## config.mk

```make
export PLATFORM = sky130hd
export DESIGN_NAME = moving_average_window
export DESIGN_NICKNAME = d
export VERILOG_FILES = /design/src/rtl/moving_average_window.sv
export SDC_FILE = /design/constraint.sdc
export NUM_CORES = 1
export LEC_CHECK = 0
export ABC_AREA = 1
export ABC_CLOCK_PERIOD_IN_PS = 4250
export BUFFER_PORTS_ARGS = -buffer_cell sky130_fd_sc_hd__buf_2
export CAP_MARGIN = 25
export CORE_MARGIN = 2
export CORE_UTILIZATION = 55
export CTS_CLUSTER_SIZE = 8
export DETAILED_ROUTE_END_ITERATION = 12
export PLACE_DENSITY = 0.72
export REMOVE_ABC_BUFFERS = 1
export SYNTH_ARGS = -nofsm -noshare
export SYNTH_HDL_FRONTEND = slang
export SYNTH_SLANG_ARGS = --single-unit
```

## constraint.sdc

```tcl
create_clock -name clk -period 4.25 [get_ports clk]
set_clock_uncertainty 0.2 [all_clocks]
set_input_delay 0.85 -clock clk [delete_from_list [all_inputs] [get_ports clk]]
set_output_delay 0.85 -clock clk [all_outputs]
set_load 0.02 [all_outputs]
```

## src/rtl/moving_average_window.sv

```systemverilog
// moving_average_window
//   Power-of-two moving average over the last WIN = 2^LOG2_WIN price samples.
//   Samples land in a circular buffer. A running sum is kept and updated
//   incrementally: the new sample is added and the evicted one is subtracted.
//   Each accepted sample produces one averaged result.
//   Optional feature: define MA_ROUND_EN to round half up instead of truncating.
//
// Handshake (both sides use plain valid/ready):
//   - A transfer happens on a rising edge where valid and ready are both 1.
//   - in_ready is 1 only in IDLE.
//   - out_valid stays 1 in HOLD, and out_avg is held stable, until the edge
//     where out_ready is 1.
//   - A producer must not make valid depend on ready.
module moving_average_window #(
  parameter int DATA_W   = 32,
  parameter int LOG2_WIN = 3
) (
  input  logic              clk,
  input  logic              rst_n,
  input  logic              clear,
  input  logic              in_valid,
  input  logic [DATA_W-1:0] in_price,
  output logic              in_ready,
  output logic              out_valid,
  input  logic              out_ready,
  output logic [DATA_W-1:0] out_avg,
  output logic              out_full,
  output logic [1:0]        fsm_state
);

  localparam int WIN   = 1 << LOG2_WIN;
  localparam int SUM_W = DATA_W + LOG2_WIN;
  localparam int PTR_W = (LOG2_WIN > 0) ? LOG2_WIN : 1;
  localparam int CNT_W = LOG2_WIN + 1;
  localparam int RSH   = (LOG2_WIN > 0) ? LOG2_WIN - 1 : 0;

  localparam logic [PTR_W-1:0] PTR_LAST  = PTR_W'(WIN - 1);
  localparam logic [CNT_W-1:0] CNT_FULL  = CNT_W'(WIN);
  localparam logic [CNT_W-1:0] CNT_LAST  = CNT_W'(WIN - 1);
  localparam logic [SUM_W-1:0] ROUND_ADD = (LOG2_WIN > 0) ? (SUM_W'(1) << RSH) : '0;

  typedef enum logic [1:0] {
    IDLE  = 2'd0,
    ACCUM = 2'd1,
    HOLD  = 2'd2
  } state_t;

  state_t state, state_next;

  logic [DATA_W-1:0] buffer [WIN];
  logic [DATA_W-1:0] sample;
  logic [DATA_W-1:0] oldest;
  logic [SUM_W-1:0]  sum;
  logic [SUM_W-1:0]  sum_next;
  logic [SUM_W-1:0]  sum_round;
  logic [DATA_W-1:0] avg_next;
  logic [PTR_W-1:0]  wr_ptr;
  logic [CNT_W-1:0]  count;

  assign in_ready  = (state == IDLE);
  assign fsm_state = state;

  // State register; reset takes priority over everything else.
  always_ff @(posedge clk) begin
    if (!rst_n) state <= IDLE;
    else        state <= state_next;
  end

  // Next-state logic; clear forces IDLE from any state and wins over in_valid.
  always_comb begin
    state_next = state;
    if (clear) begin
      state_next = IDLE;
    end else begin
      case (state)
        IDLE:    if (in_valid) state_next = ACCUM;
        ACCUM:   state_next = HOLD;
        HOLD:    if (out_ready) state_next = IDLE;
        default: state_next = IDLE;
      endcase
    end
  end

  // Sum update and average.
  // Before the window has filled, the evicted slot is treated as zero.
  // The intermediate sum + new may wrap, but the final result always fits,
  // so modular arithmetic stays exact.
  always_comb begin
    oldest   = out_full ? buffer[wr_ptr] : '0;
    sum_next = sum + SUM_W'(sample) - SUM_W'(oldest);
`ifdef MA_ROUND_EN
    sum_round = sum_next + ROUND_ADD;
`else
    sum_round = sum_next;
`endif
    avg_next = DATA_W'(sum_round >> LOG2_WIN);
  end

  // Datapath registers: capture, accumulate, hold result.
  always_ff @(posedge clk) begin
    if (!rst_n) begin
      sample    <= '0;
      sum       <= '0;
      count     <= '0;
      wr_ptr    <= '0;
      out_avg   <= '0;
      out_valid <= 1'b0;
      out_full  <= 1'b0;
    end else if (clear) begin
      sum       <= '0;
      count     <= '0;
      wr_ptr    <= '0;
      out_valid <= 1'b0;
      out_full  <= 1'b0;
    end else begin
      case (state)
        IDLE: begin
          if (in_valid) sample <= in_price;
        end
        ACCUM: begin
          sum       <= sum_next;
          wr_ptr    <= (wr_ptr == PTR_LAST) ? '0 : wr_ptr + PTR_W'(1);
          if (count != CNT_FULL) count <= count + CNT_W'(1);
          if (count == CNT_LAST) out_full <= 1'b1;
          out_avg   <= avg_next;
          out_valid <= 1'b1;
        end
        HOLD: begin
          if (out_ready) out_valid <= 1'b0;
        end
        default: begin
        end
      endcase
    end
  end

  // Sample storage. It needs no reset because out_full gates every read.
  always_ff @(posedge clk) begin
    if (rst_n && !clear && state == ACCUM) buffer[wr_ptr] <= sample;
  end

endmodule

```

==> impl_metrics.csv <==
group,metric,value,unit
status,status,"completed",
power_and_ir_drop,p_leak,8.373,nW
floorplan,core_area,0.03139,sq mm
layout,fin_cells,2381,
synth,syn_area_per_cell,9.390,sq um
power_and_ir_drop,swShare,0.2693,
setup_path,start_kind,"flip-flop",
clock_tree,holdBufCountCts,0,
timing,period_minus_slack,3.982,ns
timing,setup_viol,0,
setup_path,cpPeakStageDelay,0.46,ns
power_and_ir_drop,p_comb_frac,0.134,
synth,synth_area,0.01742,sq mm
setup_path,critPathKind,"flip-flop to flip-flop",
clock_tree,cts.path.max_buffers,3,
route,drtIter0Drc,1380,
global_route,track_usage,0.2851,
layout,area_growth,14.65,%
place,dpl.hpwl,31160,um
global_route,grt_pass1_vias,13170,
power_and_ir_drop,p_switching,2.425,mW
floorplan,die_area,0.03311,sq mm
synth,ys_dominant_reg_cell,"edfxtp_1",
route,dr.pass1.iters,6,
place,gp_congestion,0.9865,
global_route,grt_max_degree,73,
clock_tree,cts_root_buf,"clkbuf_16",
route,vias,13410,
layout,n_fill_cell,2608,
setup_path,cp-end-kind,"flip-flop",
clock_tree,cts_sinks,369,
synth,synthXorXnorAreaFrac,0.008045,
layout,final_nets,2046,
timing,slew_headroom,0.3427,
synth,synth-compound-area-share,0.1414,
setup_path,worstPathCellList,"inv_4 -> buf_12 -> buf_4 -> o21ai_0 -> o22ai_1 -> o21ai_0 -> a31oi_1 -> fa_1 -> inv_1 -> ha_1 -> inv_1 -> o21ai_0 -> a21oi_1 -> nand2_1 -> a21oi_1 -> nand2_1 -> nand2_1 -> nand3_1 -> nand2_1 -> inv_1",
floorplan,num_rows,65,
timing,period_share,0.9370,
synth,synth-edff-count,256,
floorplan,start_util,0.5548,
route,avgViaCountPerCell,5.630,
timing,slew_viol_final,0,
setup_path,cpMostUsedCell,"nand2_1",
floorplan,die_w,182.0,um
synth,yosys_warnings,0,
min_path,min_path_type,"flip-flop to flip-flop",
synth,ys_seq_area_frac,0.5712,
place,port_buffers,73,
global_route,grt_pass1_wl,73010,um
layout,final_layout_size_suffix_gt1_frac,0.1021,
flow_run,maxCapViolCount,0,
clock_tree,cts-htree-levels,2,
synth,synthSimpleGateAreaFrac,0.1320,
synth,synthMuxAreaShare,0,
route,wl,46410,um
power_and_ir_drop,internal_power,6.578,mW
synth,synthCells,1855,
floorplan,fp.dieH,182.0,um
layout,fin_util,0.6361,
synth,ys_types,36,
route,drcViolationCount,0,
power_and_ir_drop,vdd_drop_max,0.0003293,V
layout,diodes,0,
clock_tree,cts_buffers,52,
clock_tree,cts_tree,"done",
synth,ys_ff_latch,369,
clock_tree,clk_pin_slew,0.05,ns
global_route,antenna_found_initial,0,
power_and_ir_drop,seqPwrFrac,0.441,
timing,rsz0062_at_grt,"false",
setup_path,critical_path.slowest_cell,"fa_1",
setup_path,crit_arrival,4.23,ns
timing,fmax,251.1,MHz
route,ant_nets,0,
setup_path,required,4.50,ns
route,wl_per_cell,19.49,um
floorplan,boundaryPins,74,
global_route,overflow,0,
synth,synth_top_family_by_area,"compound AO/OA/AOI/OAI gates",
power_and_ir_drop,powerDensity,450.8,mW/mm^2
power_and_ir_drop,p_clk_frac,0.425,
clock_tree,insertion_delay,0.58,ns
place,dpl.cell_count,2286,
setup_path,worst-path-max-fanout,33,
synth,async_flop_share,0,
synth,synthAdderAreaFrac,0.06479,
timing,worstMarginPinSlew,0.9799,ns
timing,final-hold-violation-count,0,
-- worst max-delay path, delay by kind of cell (launching register included) --
kind,cells,cell delay (ns)
AO/OA/AOI/OAI,7,1.20
buffers and inverters,6,0.91
adder cells (fa/ha/maj),2,0.74
AND/OR/NAND/NOR,5,0.39
flip-flops,1,0.37
-- final cells by class --
cell class                 count  area, sq um  share of cell area
tap                          402        503.0             0.02519
inverter                     293         1102             0.05520
clock buffer                  91         1448             0.07249
multi-input combinational   1112         6115              0.3062
clock inverter                 4        78.83            0.003947
timing repair buffer         110        768.2             0.03847
sequential                   369         9955              0.4985
-- path summary, 6_finish.rpt --
check	start	end	cells after the start	slack, ns
hold / removal	sum[0]	sum[0]	2	0.29
setup reg to reg	flip-flop	sum[31]	20	0.27
setup / recovery	flip-flop	sum[31]	20	0.27
hold reg to reg	sum[0]	sum[0]	2	0.29
-- synth_stat cells, drive strengths merged, types with 32 or more instances --
master / count / area share
a21oi: 101 / 0.029
clkbuf: 59 / 0.013
dfxtp: 113 / 0.13
edfxtp: 256 / 0.44
fa: 32 / 0.037
ha: 39 / 0.028
inv: 291 / 0.063
nand2: 216 / 0.048
nand3: 68 / 0.020
nor2: 275 / 0.060
o21ai: 246 / 0.071
o22ai: 32 / 0.011
-- cell families after synthesis --
logic type | count (synthesis)
adder cells (fa/ha/maj) | 71
AND/OR/NAND/NOR | 572
buffers and inverters | 374
AO/OA/AOI/OAI | 453
flip-flops | 369
XOR/XNOR | 16
-- per-layer routing --
metal / share of wire / track usage
met5: 0 / 0
met4: 0.021 / 0.07581
met3: 0.072 / 0.04493
met2: 0.48 / 0.4759
met1: 0.43 / 0.3924
-- power groups by stage --
stage	logic [mW]	clock network, mW	registers [mW]
floorplan	0.796	0	4.03
global placement	1.17	0	4.03
detailed placement	1.18	0	4.04
CTS	1.19	3.85	3.97
global route	1.35	4.03	3.97
finish	1.21	3.82	3.97
-- metrics by stage --
stage | cell area, sq um | setup slack [ns] | power (mW) | setup TNS (ns) | hold WS, ns
floorplan | 17080 | -2.153 | 4.829 | -130.49 | 0.2354
global placement | 18430 | 0.2870 | 5.207 | 0 | 0.2558
detailed placement | 18430 | 0.2134 | 5.222 | 0 | 0.2789
CTS | 19960 | 0.1647 | 9.017 | 0 | 0.2762
global route | 19970 | 0.001552 | 9.354 | 0 | 0.2928
finish | 19970 | 0.2679 | 9.003 | 0 | 0.2867
-- cell usage in the layout, fill, tap and decap left out, drive strengths merged, types with 68 or more instances in the layout --
master  synthesis  layout
nand3          68      68
clkbuf         59      91
o21ai         246     246
nand2         216     216
inv           291     294
edfxtp        256     256
nor2          275     275
dfxtp         113     113
buf            22     110
a21oi         101     101
-- what timing repair did --
item | 4_1_cts | 5_1_grt
endpoints found under the setup margin | 0 | 17
gates resized for setup | 0 | 3
buffers inserted | 0 | 0
-- state kept, by name, summed over array words and instances, names as in the netlist, named ones only --
signal / flops
sum: 35
out_avg: 32
wr_ptr: 3
fsm_state: 2
out_full: 1
count: 4
out_valid: 1
buffer: 256
sample: 32
No activity file was read; power rests on OpenSTA's default activity.
